[src/rtl/led_frame_scheduler.sv]
// Double-buffered 8x8 red/green LED frame controller.
// Draws go to the hidden back buffer; swaps land on frame boundaries.
module led_frame_scheduler #(
  parameter int unsigned HOLD_FRAMES = 1
) (
  input  logic            clk,
  input  logic            reset,
  input  logic            frame_sync,
  input  logic            wr_req,
  input  logic [2:0]      wr_row,
  input  logic [2:0]      wr_col,
  input  logic [1:0]      wr_color,
  output logic            wr_ack,
  input  logic            clr_req,
  input  logic            swap_req,
  output logic            swap_done,
  output logic            busy,
  output logic [7:0][7:0] red_array,
  output logic [7:0][7:0] green_array
);

  localparam logic [3:0] HOLD = 4'(HOLD_FRAMES);

  typedef enum logic [1:0] {
    IDLE,
    CLEAR,
    WAIT_SWAP,
    COPY
  } state_t;

  state_t               state;
  logic [2:0]           row_cnt;
  logic [3:0]           frames_shown;
  logic                 front_sel;
  logic                 back_sel;
  logic                 swap_ok;
  logic [1:0][7:0][7:0] red_buf;
  logic [1:0][7:0][7:0] grn_buf;

  assign back_sel    = ~front_sel;
  assign red_array   = red_buf[front_sel];
  assign green_array = grn_buf[front_sel];

  // 5-bit compare so frames_shown + 1 cannot wrap
  assign swap_ok = frame_sync &&
    (({1'b0, frames_shown} + 5'd1) >= {1'b0, HOLD});

  always_ff @(posedge clk or posedge reset) begin
    if (reset) begin
      state        <= IDLE;
      row_cnt      <= '0;
      frames_shown <= '0;
      front_sel    <= 1'b0;
      red_buf      <= '0;
      grn_buf      <= '0;
      wr_ack       <= 1'b0;
      swap_done    <= 1'b0;
      busy         <= 1'b0;
    end else begin
      wr_ack    <= 1'b0;
      swap_done <= 1'b0;
      if (frame_sync && frames_shown < HOLD)
        frames_shown <= frames_shown + 4'd1;
      unique case (state)
        IDLE: begin
          if (clr_req) begin
            state   <= CLEAR;
            row_cnt <= '0;
            busy    <= 1'b1;
          end else if (swap_req) begin
            state <= WAIT_SWAP;
            busy  <= 1'b1;
          end else if (wr_req && !wr_ack) begin
            red_buf[back_sel][wr_row][wr_col] <= wr_color[0];
            grn_buf[back_sel][wr_row][wr_col] <= wr_color[1];
            wr_ack <= 1'b1;
          end
        end
        CLEAR: begin
          red_buf[back_sel][row_cnt] <= '0;
          grn_buf[back_sel][row_cnt] <= '0;
          row_cnt <= row_cnt + 3'd1;
          if (row_cnt == 3'd7) begin
            state <= IDLE;
            busy  <= 1'b0;
          end
        end
        WAIT_SWAP: begin
          if (swap_ok) begin
            front_sel    <= ~front_sel;
            frames_shown <= '0;
            row_cnt      <= '0;
            state        <= COPY;
          end
        end
        COPY: begin
          // front_sel already points at the new front here
          red_buf[back_sel][row_cnt] <= red_buf[front_sel][row_cnt];
          grn_buf[back_sel][row_cnt] <= grn_buf[front_sel][row_cnt];
          row_cnt <= row_cnt + 3'd1;
          if (row_cnt == 3'd7) begin
            state     <= IDLE;
            busy      <= 1'b0;
            swap_done <= 1'b1;
          end
        end
      endcase
    end
  end

endmodule

[config.mk]
export PLATFORM = sky130hd
export DESIGN_NAME = led_frame_scheduler
export DESIGN_NICKNAME = d
export VERILOG_FILES = /design/src/rtl/led_frame_scheduler.sv
export SDC_FILE = /design/constraint.sdc
export NUM_CORES = 1
export LEC_CHECK = 0
export ABC_AREA = 1
export CAP_MARGIN = 20
export CORE_AREA = 2 2 222 224
export DETAILED_ROUTE_END_ITERATION = 8
export DIE_AREA = 0 0 224 226
export PLACE_DENSITY = 0.57
export SLEW_MARGIN = 15
export SYNTH_ARGS = -nofsm -noshare
export SYNTH_HDL_FRONTEND = slang
export SYNTH_SLANG_ARGS = --single-unit
[constraint.sdc]
create_clock -name clk -period 10.9 [get_ports clk]
set_clock_uncertainty 0.15 [all_clocks]
set_input_delay 1.09 -clock clk [delete_from_list [all_inputs] [get_ports clk]]
set_output_delay 1.09 -clock clk [all_outputs]
set_load 0.01 [all_outputs]
# Yosys cells after proc, flatten, opt, wreduce, memory -nomap -nowiden
# Cells that the tools add are included.
# Widths: inputs -> output; s select.
# op_classes
n_reduce_logical	17
bitwise_logic	4
n_addsub	3
n_eq_ne	11
order_cmp	11
mux	51
# op_table
cell	n
$mux 128	6
$pmux 128 s3	2
$bwmux 128	4
$mux 64	6
$and 128x128->128	2
$demux 64 s1	2
$not 128->128	1
$bmux 8 s3	2
$demux 8 s3	2
$mux 8	4
$lt 3x4->1 const B	3
$mux 4	3
$mux 1	10
$ne 2x2->1 const B	5
$ge 3x1->1 const B	3
$pmux 3 s3	1
$mux 2	4
$logic_and 1x1->1	7
$mux 3	2
$pmux 2 s3	1
$reduce_and 3->1	2
$add 4x1->5 const B	1
$ge 5x1->1 const B	1
$add 4x1->4 const B	1
19 further kinds	22
# word_totals
ff_bits	269
wordCells	136

# Logic depth before layout (Yosys ltp)
# Gate-level depths: netlist of the first run.
# depth
depth_word	13
depth_mapped	14
ltp_nobuf	11

# Worst setup path before layout of the first run
# Ideal clock, no wire load.
# synth_path
path_type	input to register
from	in clr_req
to	reg with a tool-made name
required_time_ps	10630
t_arrival_ps	2187
cell_stages	9
path_slack_ps	8442
n_path_buf	3
cell_sequence	nor2_1 nand4_1 buf_2 inv_1 buf_2 buf_2 a21oi_1 o21ai_0 nand2_1
# synth_lines
element	line_no	rtl
start: declaration	14	input logic clr_req,

==> impl.org, run 1 <==
** Timing
- Final number of setup-violating endpoints :: 0
- The routed design could run at a clock period as short as 4.95 ns.
- Least-Margin Pin Slew :: 1.25 ns
- Dividing the final minimum period by the clock period gives 45.4%.
- Based on the critical path, the design can be clocked at up to 202 MHz.
- Setup repair after global routing missed its margin :: false
- The total count of hold-check failures in the final report is 0.
- Relative slew slack :: 16.4%
- The max-slew violation total from the final report came to 0.
- In the final timing run, aggregate negative setup slack is 0 ns.

** Synthesis
- In this run, distinct cell masters in the synthesized netlist total 27.
- Portion of netlist area occupied by mux cells :: 0.118%
- Parity-gate share of the synthesized area counting xor and xnor cells :: 0.0917%
- The mapped netlist covers 19,100 sq um.
- The Yosys step of the flow raised 0 warnings.
- Post-synthesis compound-gate area fraction :: 4.54%
- Sequential elements use 35.2% of the synthesized area.
- Simple-gate share of the synthesized area :: 51.6%
- Syn avg cell area :: 5.79 sq um
- After Yosys synthesis, full adders, half adders and majority gates account for 0.327% of the synthesized area.
- Post-synthesis instance total :: 3,302
- Syn_nets :: 3,321
- After synthesis, the largest family of logic cells by area is simple AND/OR/NAND/NOR gates.
- Flops & latches, synth :: 269

** Floorplan
- Core Rows :: 81
- The core region is 48,300 sq um.
- The floorplan step defined a die boundary enclosing 50,600 sq um.
- Die W :: 224 um
- For this configuration, the core starts out at a cell density of 39.5%.
- The floorplan step set the die height to 226 um.
- For this design the top-level I/O count stands at 145.

** Setup path
- Critical path, cell by cell :: inv_6, buf_4, nand2_1, nand2_1, clkdlybuf4s50_1
- Slowest library cell on the worst path :: sky130_fd_sc_hd__inv_6
- For the worst flop-to-flop path, the logic depth is 13.
- STA puts the critical path data arrival time at 3.71 ns.
- Largest incremental delay on the critical path :: 0.76 ns
- In this design, the largest share of critical-path delay is due to buffers and inverters.
- Kind of capture point of the worst setup path :: output port
- Maximum fanout along the worst path :: 109
- Most used cell along the critical path :: sky130_fd_sc_hd__nand2_1
- Buffers and inverters on the worst path :: 3
- In this run the critical register-to-register path is launched from front_sel.
- Critical path type :: reg2out
- Critical Path RT :: 9.66 ns
- The setup check on the worst reg-to-reg path leaves a slack of 6.60 ns.
- The worst setup path is launched from a register.

** Clock tree
- After clock tree synthesis, the clock-pin slew on the worst setup and hold paths is 0.06 ns.
- CTS built an H-tree with a depth of 2.
- Clock tree synthesis found a total of 269 sinks.
- Bufs on Longest Clock Path :: 3
- Root Driver :: sky130_fd_sc_hd__clkbuf_16
- In this run, CTS created clock tree buffers numbering 36.
- Buffers inserted by post-CTS timing repair :: 0
- Buffers inserted to repair hold after CTS numbered 0.
- TritonCTS clock tree :: done
- Post-cts gate resize count :: 0
- For the worst-skew pair, the clock arrives at the later sink with an insertion delay of 0.57 ns.

** Routing
- Using the TritonRoute via totals, the vias-per-cell ratio works out to 5.53.
- Dividing the detail-routed wire length by the instance count gives 20.7 um.
- Total iterations of the first detailed-routing run :: 6
- DRT iter0 DRCs :: 2,319
- In the routed design, unresolved DRC markers number 0.
- Total wirelength of the detailed-routed design :: 82,500 um
- The count of nets left with antenna violations once routing finished came out at 0.
- Via count :: 22,000

** Pwr
- VDD IR max :: 0.000152 V
- Power comes to 4390 uW.
- Dividing total power by cell area gives a power density of 200 nW/um^2.
- Static Leakage :: 0.0130 uW

** Run
- Max-cap violations :: 0

** Layout
- Share of cells above drive strength 1 :: 3.60%
- Synthesis-to-finish area growth :: 14.9%
- Final instance area :: 22,000 sq um
- Nets :: 3,352
- Antenna fix cells :: 0

** Global routing
- Global routing used 6.31% of the available met3 tracks.
- The via count of the first global-routing pass came to 20,900.
- For met2 alone, demand over resource in global routing was 47.7%.
- GRT Max-Usage Layer :: met2
- In the global route stage, met1 resource usage came out at 42.9%.
- Antenna violations before repair :: 0
- Global routing used 32.3% of the available tracks across all layers.
- First-pass GRT wire length :: 124,000 um
- Aggregate global routing overflow :: 0
- Entering global routing, the biggest net connects 167 pins.

** Hold path
- Counting instances, the worst hold path has a depth of 2.
- The worst hold path belongs to the class reg2reg.

** Place
- Buffers on Ports :: 144
- At the end of routability-driven placement, the weighted congestion stood at 0.916.
- The placed instances occupy a cell area of 20,700 sq um.
- The HPWL after detailed placement is 51,500 um.

** Run status
- The flow ran to the end, and the final reports show no timing, DRC or antenna violations.
worst register-to-register path: stages, from the launching register on:
cell and delay, ns:
sky130_fd_sc_hd__dfrtp_4 0.68, sky130_fd_sc_hd__inv_6 0.79, sky130_fd_sc_hd__buf_4 0.81, sky130_fd_sc_hd__nand2_1 0.11, sky130_fd_sc_hd__nand2_1 0.13, sky130_fd_sc_hd__nand2_1 0.07, sky130_fd_sc_hd__nand2_1 0.22, sky130_fd_sc_hd__nor2_1 0.07
sky130_fd_sc_hd__nand2_1 0.47, sky130_fd_sc_hd__buf_4 0.39, sky130_fd_sc_hd__nand3_1 0.12, sky130_fd_sc_hd__nand2_1 0.09, sky130_fd_sc_hd__nand2_1 0.06, sky130_fd_sc_hd__nand2_1 0.07
metal layers:
| layer | vias up | wire length, um | part of all wire (%) |
|---|---|---|---|
| li1 | 10300 | - | - |
| met5 | - | 0 | 0 |
| met4 | 0 | 5890 | 7.1 |
| met1 | 10300 | 33700 | 41 |
| met3 | 285 | 8210 | 10 |
| met2 | 1179 | 34800 | 42 |
how the worst max path moves through the flow:
stage	start	end	slack [ns]	cells after the start
2_1_floorplan	reset	asynchronous set/reset pin	2.25	1
3_3_place_gp	front_sel	red_array[1]	6.59	5
3_5_place_dp	front_sel	red_array[21]	6.61	5
4_1_cts	front_sel	red_array[21]	6.00	5
5_1_grt	front_sel	red_array[21]	5.83	5
6_report	front_sel	red_array[21]	5.95	5
report_power, final:
part	total (uW)	switching (uW)	leakage, uW	internal (uW)
registers	1190	93.9	0.00371	1090
logic	1950	1580	0.00867	374
clock network	1250	501	0.000609	753
total	4390	2170	0.0130	2220
per-stage QoR:
| stage | setup WS, ns | instances | utilization [%] | hold WS (ns) |
|---|---|---|---|---|
| floorplan | 2.25 | 3302 | - | 0.299 |
| global placement | 6.59 | 3914 | 42.7 | 0.312 |
| detailed placement | 6.61 | 3914 | 42.7 | 0.314 |
| CTS | 6.00 | 3980 | 45.3 | 0.331 |
| global route | 5.83 | 3983 | 45.4 | 0.344 |
| finish | 5.95 | 3983 | 45.4 | 0.325 |
cell usage after synthesis:
cell type                  count  area (sq um)
sky130_fd_sc_hd__or2_2         1          6.26
sky130_fd_sc_hd__mux2_2        2          22.5
sky130_fd_sc_hd__o211ai_1      2          15.0
sky130_fd_sc_hd__nand3_1     306          1530
sky130_fd_sc_hd__buf_2        49           245
sky130_fd_sc_hd__o21ai_0     117           586
sky130_fd_sc_hd__nor2_1       89           334
sky130_fd_sc_hd__buf_6         1          11.3
sky130_fd_sc_hd__nand2_2      15          93.8
sky130_fd_sc_hd__o21ai_1      28           140
sky130_fd_sc_hd__nand4_1       2          12.5
sky130_fd_sc_hd__clkbuf_1     74           278
sky130_fd_sc_hd__nand2_1    2047          7680
sky130_fd_sc_hd__clkinv_1      3          11.3
sky130_fd_sc_hd__inv_4         1          6.26
sky130_fd_sc_hd__a22oi_1       1          7.51
sky130_fd_sc_hd__dfrtp_1     269          6730
sky130_fd_sc_hd__inv_1       175           657
sky130_fd_sc_hd__nor2_2        7          43.8
sky130_fd_sc_hd__buf_4        37           278
sky130_fd_sc_hd__a21oi_1      24           120
sky130_fd_sc_hd__buf_1        14          52.6
sky130_fd_sc_hd__nor3_1       25           125
sky130_fd_sc_hd__xor2_1        2          17.5
sky130_fd_sc_hd__nor2_4        2          22.5
sky130_fd_sc_hd__ha_1          5          62.6
sky130_fd_sc_hd__inv_2         4          15.0
cells in the final DEF (no fill, tap or decap), drive strengths merged, types with 24 or more instances in the layout:
master / instances
a21oi: 24
buf: 24
clkbuf: 57
clkdlybuf4s50: 144
dfrtp: 269
inv: 181
nand2: 2062
nand3: 306
nor2: 98
nor3: 25
o21ai: 145
logic make-up (layout without fill, tap and decap cells):
kind of cell	Yosys count	in the layout
and+or+nand+nor	2494	2494
buffers and inverters	358	417
DFF	269	269
AOI/OAI and AO/OA	172	172
adders and majority gates	5	5
xor gates and xnor gates	2	2
muxes	2	2
layout make-up:
class / count / area, sq um
Multi-Input combinational cell: 2675 / 10800
Tap cell: 622 / 778
Sequential cell: 269 / 6740
Timing Repair Buffer: 168 / 1690
Inverter: 183 / 709
Clock buffer: 57 / 1120
Clock inverter: 9 / 103
Fill cell: 5117 / 26400
Note: power is estimated with default switching activity, not from simulation.
==> inputs of run 2 (changes only) <==
--- a/config.mk
+++ b/config.mk
@@ -10,7 +10,7 @@
 export CORE_AREA = 2 2 222 224
 export DETAILED_ROUTE_END_ITERATION = 8
 export DIE_AREA = 0 0 224 226
-export PLACE_DENSITY = 0.57
+export PLACE_DENSITY = 0.59
 export SLEW_MARGIN = 15
 export SYNTH_ARGS = -nofsm -noshare
 export SYNTH_HDL_FRONTEND = slang
==> constraint.sdc (replaced) <==
create_clock -name clk -period 4.3 [get_ports clk]
set_clock_uncertainty 0.15 [all_clocks]
set_input_delay 0.43 -clock clk [delete_from_list [all_inputs] [get_ports clk]]
set_output_delay 0.43 -clock clk [all_outputs]
set_load 0.01 [all_outputs]
==> run 2 against run 1 <==
  * Power grew to 2.5 times the previous value
  * Sequential share of layout area down 0.066 points
  * Clock power is 130% higher
  * Non-clock buffer count up 18
  * Largest power group unchanged
  * Design area grew 0.22%
  * Sequential power grew to 2.5 times the previous value
  * Hold slack got worse by 0.063 ns
  * Utilization up 0.098 points
  * Count of clock-buffer cells in the layout rose by 3
  * Flip-flop and latch count is the same
  * Cell count is 0.30% higher
  * Register-to-register slack worse by 5.8 ns
==> impl.org, run 2 (synthesis gave the netlist of run 1 again) <==
** Run status
- The run finished with clean final reports.

** Routing
- In the routed design, unresolved DRC markers number 0.
- In this run the remaining antenna-violating nets after routing total 0.
- The pre-antenna-repair detailed-routing pass consisted of 6 iterations.
- Routed WL per cell :: 20.4 um
- Across all layers, the routed design uses 22,100 vias.
- Total wirelength of the detailed-routed design :: 81,600 um
- Via density per instance :: 5.53
- In this run, the number of DRC markers left after iteration 0 of detailed routing was 2,683.

** Place
- Buffers on Ports :: 144
- Summing all placed instances gives a cell area of 20,900 sq um.
- At the end of routability-driven placement, the weighted congestion stood at 0.896.
- Detailed placement ended at an HPWL of 52,500 um.

** Setup path
- Critical Path RT :: 3.72 ns
- Data on the critical path arrives at its endpoint at 3.01 ns.
- The worst setup path is captured at an output port.
- Type of origin of the critical path :: register
- Maximum fanout along the worst path :: 46
- The critical path in this run is classified as reg2out.

** Clock tree
- Clock insertion delay at the later pin of the skew report :: 0.56 ns
- Bufs on Longest Clock Path :: 3
- Root Driver :: sky130_fd_sc_hd__clkbuf_16
- Buffers added to address setup during post-CTS repair amount to 0.
- Clock-pin slew was measured on the worst setup and hold paths at 0.06 ns.
- After clock tree synthesis, the repair step resized 0 gates.
- TritonCTS clock tree :: done
- Hold repair after CTS inserted 0 buffers.
- In this run the number of H-tree levels came out at 2.
- The tree built by TritonCTS fans out to 269 sinks.
- TritonCTS created 35 clock buffers.

** Pwr
- In this run the static leakage power is 0.0130 uW.
- Seq pwr share :: 27.2%
- In this run the power density over the cells is 499 nW/um^2.
- Net switching component of the power :: 5450 uW
- Fraction of power consumed by combinational cells :: 46.3%
- VDD IR max :: 0.000494 V
- Cell Int Power :: 5540 uW
- Clock network fraction of design power :: 26.5%
- Switching portion of total power :: 49.5%

** Layout
- The library cell used most frequently in the layout, excluding fill and tap cells, is sky130_fd_sc_hd__nand2_1.
- Filler cell count in the final layout :: 5,017
- Antenna fix cells :: 0
- Final design utilization :: 45.5%
- For this run, the post-layout net count is 3,369.
- Share of cells above drive strength 1 :: 3.74%
- Synthesis-to-finish area growth :: 15.2%
- Leading cell types in the layout, fill and taps excluded :: sky130_fd_sc_hd__nand2_1, sky130_fd_sc_hd__nand3_1, sky130_fd_sc_hd__dfrtp_1
- After routing the design area is 22,000 sq um.

** Global routing
- Global routing used 47.5% of the available met2 tracks.
- Largest net degree at the start of global routing :: 145
- met2 is the most crowded layer.
- The via count of the first global-routing pass is 20,500.
- For met1 alone, demand over resource in global routing was 43.5%.
- The initial antenna violation count is 0.
- For met3 alone, demand over resource in global routing was 5.26%.
- Global router's overall resource usage :: 31.9%
- Aggregate global routing overflow :: 0
- The first global-routing pass estimated 122,000 um of wire.

** Timing
- Setup repair after global routing missed its margin :: false
- Relative slew slack :: 23.3%
- Post-route setup TNS :: 0 ns
- Final number of setup-violating endpoints :: 0
- Final hold viol count :: 0
- The worst path in the final design needs a cycle of 3.59 ns, including I/O delays and setup.
- The worst path uses 83.5% of the clock period.
- Least-Margin Pin Slew :: 1.15 ns
- Number of max-slew violations in the final report :: 0
- Highest achievable clock rate :: 278 MHz

** Hold path
- The path class of the tightest hold or removal check is in2async.

** Floorplan
- I/O pin cnt :: 145
- Floorplan die area :: 50,600 sq um
- The initial utilization of the core area, before any placement, comes to 39.5%.
- The floorplan has 81 rows.
- Die W :: 224 um
- In this run the vertical extent of the chip is 226 um.
- Core area :: 48,300 sq um

** Run
- Max-cap violations :: 0
-- run 2: area by class of cell --
type | count | area [sq um] | share of cell area (%)
clock buffer | 60 | 1090 | 4.96
inverter | 183 | 706 | 3.21
sequential | 269 | 6740 | 30.6
multi-input combinational | 2675 | 10800 | 49.2
tap | 622 | 778 | 3.54
timing repair buffer | 186 | 1870 | 8.49
-- run 2: per-layer routing --
metal	vias up	wire (um)
met2	1262	34700
met3	214	8120
met4	0	4850
met5	-	0
li1	10300	-
met1	10300	33900
-- run 2: through the flow --
| step | worst slack (ns) | cells | hold WS (ns) | total power, uW |
|---|---|---|---|---|
| CTS | 0.769 | 3995 | 0.331 | 10900 |
| floorplan | 0.167 | 3302 | 0.299 | 6160 |
| global placement | 0.974 | 3935 | 0.312 | 7900 |
| finish | 0.709 | 3995 | 0.262 | 11000 |
| global route | 0.684 | 3995 | 0.338 | 11500 |
| detailed placement | 0.916 | 3935 | 0.315 | 7950 |
-- run 2: path summary, 6_finish.rpt --
check / slack [ns] / from / end / cells past startpoint
setup / recovery: 0.71 / front_sel / green_array[53] / 6
hold / removal: 0.26 / reset / asynchronous set/reset pin / 3
setup reg to reg: 0.84 / front_sel / register / 12
hold reg to reg: 0.33 / register / register / 2
max in group asynchronous: 2.96 / reset / asynchronous set/reset pin / 3
min in group clk: 0.33 / register / register / 2
-- run 2: critical path: stages (launching register included) --
cell                              delay (ns)
sky130_fd_sc_hd__dfrtp_4                0.67
sky130_fd_sc_hd__inv_6                  0.39
sky130_fd_sc_hd__buf_12                 0.31
sky130_fd_sc_hd__buf_4                  0.21
sky130_fd_sc_hd__nand2_1                0.06
sky130_fd_sc_hd__nand2_1                0.16
sky130_fd_sc_hd__clkdlybuf4s50_1        0.57
-- run 2: power groups by stage --
stage | registers [uW] | logic [uW] | clock network [uW]
final | 2990 | 5080 | 2910
after CTS | 2990 | 4940 | 2950
after floorplan | 2920 | 3240 | 0
after global placement | 3020 | 4870 | 0
after detailed placement | 3030 | 4920 | 0
after global routing | 3020 | 5420 | 3040
